### src/rtl/adder_sum_accumulator.sv
// adder_sum_accumulator
//   Sums a fixed-length batch of 3-bit adder results ({carry, z}, 0..7) into
//   an ACC_W-bit accumulator. At batch end the total is held on a valid/ready
//   output port until the consumer takes it. The overflow flag is sticky for
//   the whole batch.
//
// Build option:
//   ACC_SATURATE_EN  when defined, an overflowing add clamps acc_out to all-ones.
//                    When undefined, the sum wraps modulo 2^ACC_W.
//
// Parameters:
//   ACC_W    accumulator / output width (3..16)
//   COUNT_N  beats per batch (1..255)
//
// Ports:
//   clk, rst_n            clock, asynchronous active-low reset
//   in_valid / in_ready   upstream beat handshake
//   z, carry              adder result; beat value = {carry, z}
//   clear                 synchronous abort, discards the current batch
//   out_valid / out_ready downstream total handshake
//   acc_out               registered batch total
//   overflow              sticky per-batch overflow
//   count                 beats accepted in the current batch
module adder_sum_accumulator #(
    parameter int ACC_W   = 8,
    parameter int COUNT_N = 4
) (
    input  logic             clk,
    input  logic             rst_n,
    input  logic             in_valid,
    output logic             in_ready,
    input  logic [1:0]       z,
    input  logic             carry,
    input  logic             clear,
    output logic             out_valid,
    input  logic             out_ready,
    output logic [ACC_W-1:0] acc_out,
    output logic             overflow,
    output logic [7:0]       count
);

    localparam logic [0:0] ACCUM = 1'b0;
    localparam logic [0:0] HOLD  = 1'b1;

    logic [0:0]       state;
    logic [2:0]       beat;
    logic             accept;
    logic             last;
    logic [ACC_W:0]   sum;
    logic [ACC_W-1:0] acc_nxt;

    // Handshake outputs come straight from the state register, so nothing on
    // the input side can reach an output combinationally.
    assign in_ready  = (state == ACCUM);
    assign out_valid = (state == HOLD);

    assign beat   = {carry, z};
    assign accept = in_valid & in_ready;
    assign last   = (count == 8'(COUNT_N - 1));

    // One extra bit on top of the accumulator catches the carry out of the add.
    assign sum = {1'b0, acc_out} + {{(ACC_W-2){1'b0}}, beat};

`ifdef ACC_SATURATE_EN
    // After a clamp every later add overflows again (or adds zero), so the
    // value stays at all-ones for the rest of the batch.
    assign acc_nxt = sum[ACC_W] ? {ACC_W{1'b1}} : sum[ACC_W-1:0];
`else
    assign acc_nxt = sum[ACC_W-1:0];
`endif

    always_ff @(posedge clk or negedge rst_n) begin
        if (!rst_n) begin
            state    <= ACCUM;
            acc_out  <= '0;
            overflow <= 1'b0;
            count    <= '0;
        end else if (clear) begin
            // Abort wins over a same-cycle beat or output handshake.
            state    <= ACCUM;
            acc_out  <= '0;
            overflow <= 1'b0;
            count    <= '0;
        end else begin
            case (state)
                ACCUM: begin
                    if (accept) begin
                        acc_out <= acc_nxt;
                        count   <= count + 8'd1;
                        if (sum[ACC_W]) overflow <= 1'b1;
                        if (last) state <= HOLD;
                    end
                end
                HOLD: begin
                    if (out_ready) begin
                        state    <= ACCUM;
                        acc_out  <= '0;
                        overflow <= 1'b0;
                        count    <= '0;
                    end
                end
                default: state <= ACCUM;
            endcase
        end
    end

endmodule

### config.mk
export PLATFORM = sky130hd
export DESIGN_NAME = adder_sum_accumulator
export DESIGN_NICKNAME = d
export VERILOG_FILES = /design/src/rtl/adder_sum_accumulator.sv
export SDC_FILE = /design/constraint.sdc
export NUM_CORES = 1
export LEC_CHECK = 0
export BUFFER_PORTS_ARGS = -buffer_cell sky130_fd_sc_hd__buf_4
export CORE_MARGIN = 4
export CORE_UTILIZATION = 38
export CTS_BUF_LIST = sky130_fd_sc_hd__clkbuf_16
export CTS_CLUSTER_SIZE = 24
export DETAILED_ROUTE_END_ITERATION = 12
export GPL_ROUTABILITY_DRIVEN = 0
export HOLD_SLACK_MARGIN = 0.15
export PLACE_DENSITY_LB_ADDON = 0.3
export SLEW_MARGIN = 20
export SYNTH_ARGS = -nofsm -noshare
export SYNTH_HDL_FRONTEND = slang
export SYNTH_SLANG_ARGS = --single-unit
### constraint.sdc
create_clock -name clk -period 2.9 [get_ports clk]
set_clock_uncertainty 0.1 [all_clocks]
set_input_delay 0.145 -clock clk [delete_from_list [all_inputs] [get_ports clk]]
set_output_delay 0.145 -clock clk [all_outputs]
set_load 0.005 [all_outputs]
==> impl_results.rst <==
.. list-table::
   :header-rows: 1

   * - Metric
     - Value
   * - Height of the chip
     - 59 µm
   * - H-Tree Depth
     - 1
   * - Initial antenna violation count
     - 0
   * - Area inside the core boundary
     - 2477 µm²
   * - Parity-gate share of the synthesized area counting xor and xnor cells
     - 8.861%
   * - Placed wire-length estimate after detailed placement
     - 1604 µm
   * - Vias per cell
     - 5.167
   * - Adder and majority gate portion of the synthesized area
     - 7.089%
   * - Mean instance size in the synthesized netlist
     - 9.597 µm²
   * - Seq/Total Area, Yosys
     - 45.57%
   * - Synthesized netlist cell count
     - 103
   * - Starting density of the core
     - 39.90%
   * - Inserted Clock Buffers
     - 3
   * - Minimum setup slack among reg-to-reg paths
     - 0.92 ns
   * - Post-synthesis cell type with the largest combined area
     - dfrtp_1
   * - Launch point of the worst hold path
     - z[0]
   * - Layout cells sized above 1
     - 22.73%
   * - Reg2Reg Capture Point
     - count[6]
   * - Post-detailed-routing wire length
     - 2237 µm
   * - Worst path cell trace
     - a21o_1 -> o2111ai_2 -> or4_1 -> nand2_1
   * - Share of synthesized area spent on multiplexers
     - 1.013%
   * - Antenna diode count
     - 0
   * - Synthesized-area fraction occupied by ao, oa, aoi and oai cells
     - 12.53%
   * - Transition time at the pin with the least slew margin
     - 0.4676 ns
   * - Combined area of all synthesized cells
     - 988.4 µm²
   * - Area delta synth->final
     - 32.28%
   * - Outcome
     - finished clean
   * - # nets final
     - 146
   * - Number of input and output port buffers inserted
     - 26
   * - Count of cells along the worst register-to-register path
     - 4
   * - Post-synth top flop
     - dfrtp_1
   * - DIE AREA
     - 3481 µm²
   * - Peak Freq
     - 0.5053 GHz
   * - Ratio of final minimum period to clock period
     - 68.25%
   * - Post-synthesis async set-or-reset flop share
     - 100.0%
   * - GRT Resource Usage Total
     - 14.68%
   * - Number of failing hold endpoints at the final stage
     - 0
   * - Total overflow reported by the global router
     - 0
   * - Detail-routed net length per standard cell
     - 13.81 µm
   * - Number of synthesis warnings
     - 0
   * - Setup repair after global routing missed its margin
     - no
   * - Min-Delay Endpoint
     - acc_out[0]
   * - Clock-pin slew of the registers on the worst-case setup and hold paths
     - 0.05 ns
   * - Maximum root-to-sink buffer count
     - 2
   * - Crit end category
     - flop
   * - Cell leakage power
     - 0.6234 nW
   * - Clk sink count
     - 18
   * - Pin count of the biggest net entering global routing
     - 19
   * - Post-route DRC violation count
     - 0
   * - Worst-case headroom to the max-slew limit
     - 68.83%
   * - Sum Neg Setup Slack
     - 0 ns
   * - Post-Synthesis Net Count
     - 116
   * - Largest cells by area after synthesis
     - dfrtp_1 46%, nor2_1 8.0%, ha_1 5.1%
   * - CTS tree
     - yes
   * - Worst hold margin
     - 0.1971 ns
   * - Number of global-route vias before repair
     - 838
   * - Horizontal extent of the die
     - 59 µm
   * - Critical Path AT
     - 2.06 ns
   * - IO Count
     - 27
   * - Slowest stage delay, CP
     - 0.55 ns
   * - Latest clock arrival within the worst-skew pair
     - 0.25 ns
   * - Initial DRC Count
     - 49
   * - Share of the synthesized area in the top cell type
     - 45.57%
   * - RR Startpoint
     - out_valid
   * - Worst hold path cell count
     - 4
   * - Critical path data required time
     - 2.99 ns
   * - Placement Rows
     - 18
   * - Combinational family with the most area after synthesis
     - simple AND/OR/NAND/NOR gates
   * - Power density relative to cell area
     - 484.3 nW/µm²
   * - Worst setup path category
     - flop to flop
   * - Class of the tightest hold or removal check
     - primary input to flop
   * - Post-layout minimum cycle time
     - 1.979 ns
   * - Number of flops mapped to enable cells by yosys
     - 0
   * - Slowest stage cell, crit path
     - dfrtp_1
   * - Unique masters post-synth
     - 30
   * - Detailed-router iteration count before antenna repair
     - 4
   * - Kind of start point of the critical path
     - flop
   * - Worst supply voltage drop on vdd
     - 293.4 µV
   * - Final number of setup-violating endpoints
     - 0
   * - Max-slew violation count
     - 0
   * - Post-synthesis register bit count
     - 18
   * - Overall via count from detail_route
     - 837
   * - Max-Cap Viols
     - 0
   * - Highest fanout seen on the critical path
     - 16
   * - First-pass GRT wire length
     - 3850 µm
   * - Root Buffer Master
     - clkbuf_16
   * - Post-synthesis simple-gate area fraction
     - 21.14%
   * - Count of nets left with antenna violations after detail routing
     - 0
cell families (layout without fill, tap and decap cells):
family / Yosys count / in the layout
AND/OR/NAND/NOR: 43 / 43
AO/OA/AOI/OAI: 18 / 18
flip-flops: 18 / 18
XOR/XNOR: 10 / 10
buffers and inverters: 8 / 37
adder cells (fa/ha/maj): 5 / 5
multiplexers: 1 / 1
worst max-delay path: cells and delay by family, from the launching register on:
| kind | cells | cell delay, ns |
|---|---|---|
| compound gates | 2 | 0.67 |
| simple gates | 2 | 0.59 |
| flops | 1 | 0.55 |
worst max-delay path by stage:
stage | end | depth (start not counted) | from | slack (ns)
after floorplan | acc_out[6] | 6 | acc_out[0] | 1.22
after global placement | count[6] | 4 | out_valid | 1.04
after detailed placement | count[6] | 4 | out_valid | 0.95
after CTS | count[6] | 4 | out_valid | 0.93
after global routing | count[6] | 4 | out_valid | 0.78
final | count[6] | 4 | out_valid | 0.92
synth_stat cells, drive strengths merged (2+ instances only):
library cell and count:
inv 4, nand2 6, or4 4, a22oi 2, a21o 2, a21oi 2
a31oi 4, o2111ai 2, nor2 21, xor2 5, o21ai 4, buf 2
nand4 3, ha 4, xnor2 5, clkbuf 2, dfrtp 18, a211oi 2
cells in the final DEF, fill, tap and decap left out, types with 2 or more instances in the layout:
master	n
a22oi_1	2
or4_1	4
a31oi_1	4
a211oi_1	2
xor2_1	5
o21ai_0	4
nor2_1	21
inv_1	4
a21oi_1	2
nand4_1	3
a21o_1	2
ha_1	4
clkbuf_16	3
dlygate4sd3_1	3
buf_4	26
nand2_1	6
dfrtp_1	18
xnor2_1	5
metal layers:
layer	track usage, %	vias up	part of all wire [%]
li1	-	418	-
met1	19.51	394	46
met2	22.56	19	47
met3	3.268	6	5.0
met4	7.120	0	2.2
met5	0	-	0
report_power, final:
| group | internal (mW) | switching, mW |
|---|---|---|
| combinational | 0.0418 | 0.0433 |
| clock | 0.183 | 0.0928 |
| sequential | 0.259 | 0.0128 |
flip-flops by register name, indices dropped and copies added, names as in the netlist:
name and count:
acc_out 8, count 8, out_valid 1, overflow 1
layout make-up:
type	instances	area (µm²)
repair buffers	29	225.2
clock buffers	3	75.07
inverters	4	15.01
fillers	246	1170
multi-input cells	77	500.5
well taps	30	37.54
clock inverters	1	3.754
flip-flops and latches	18	450.4
metrics by stage:
step / setup slack (ns) / util (%) / total power [mW] / instances / instance area, µm²
6_report: 0.9208 / 52.78 / 0.6333 / 162 / 1308
5_1_grt: 0.7840 / 52.78 / 0.6702 / 162 / 1308
3_3_place_gp: 1.036 / 48.38 / 0.3568 / 155 / 1199
2_1_floorplan: 1.220 / - / 0.3219 / 103 / 988.4
3_5_place_dp: 0.9487 / 48.38 / 0.3586 / 155 / 1199
4_1_cts: 0.9257 / 52.78 / 0.6433 / 162 / 1308
what timing repair did:
action	4_1_cts	5_1_grt
setup buffers	0	0
resized for setup	0	0
hold buffers	3	0
endpoints found under the hold margin	24	0
(Power assumes the default switching activity.)
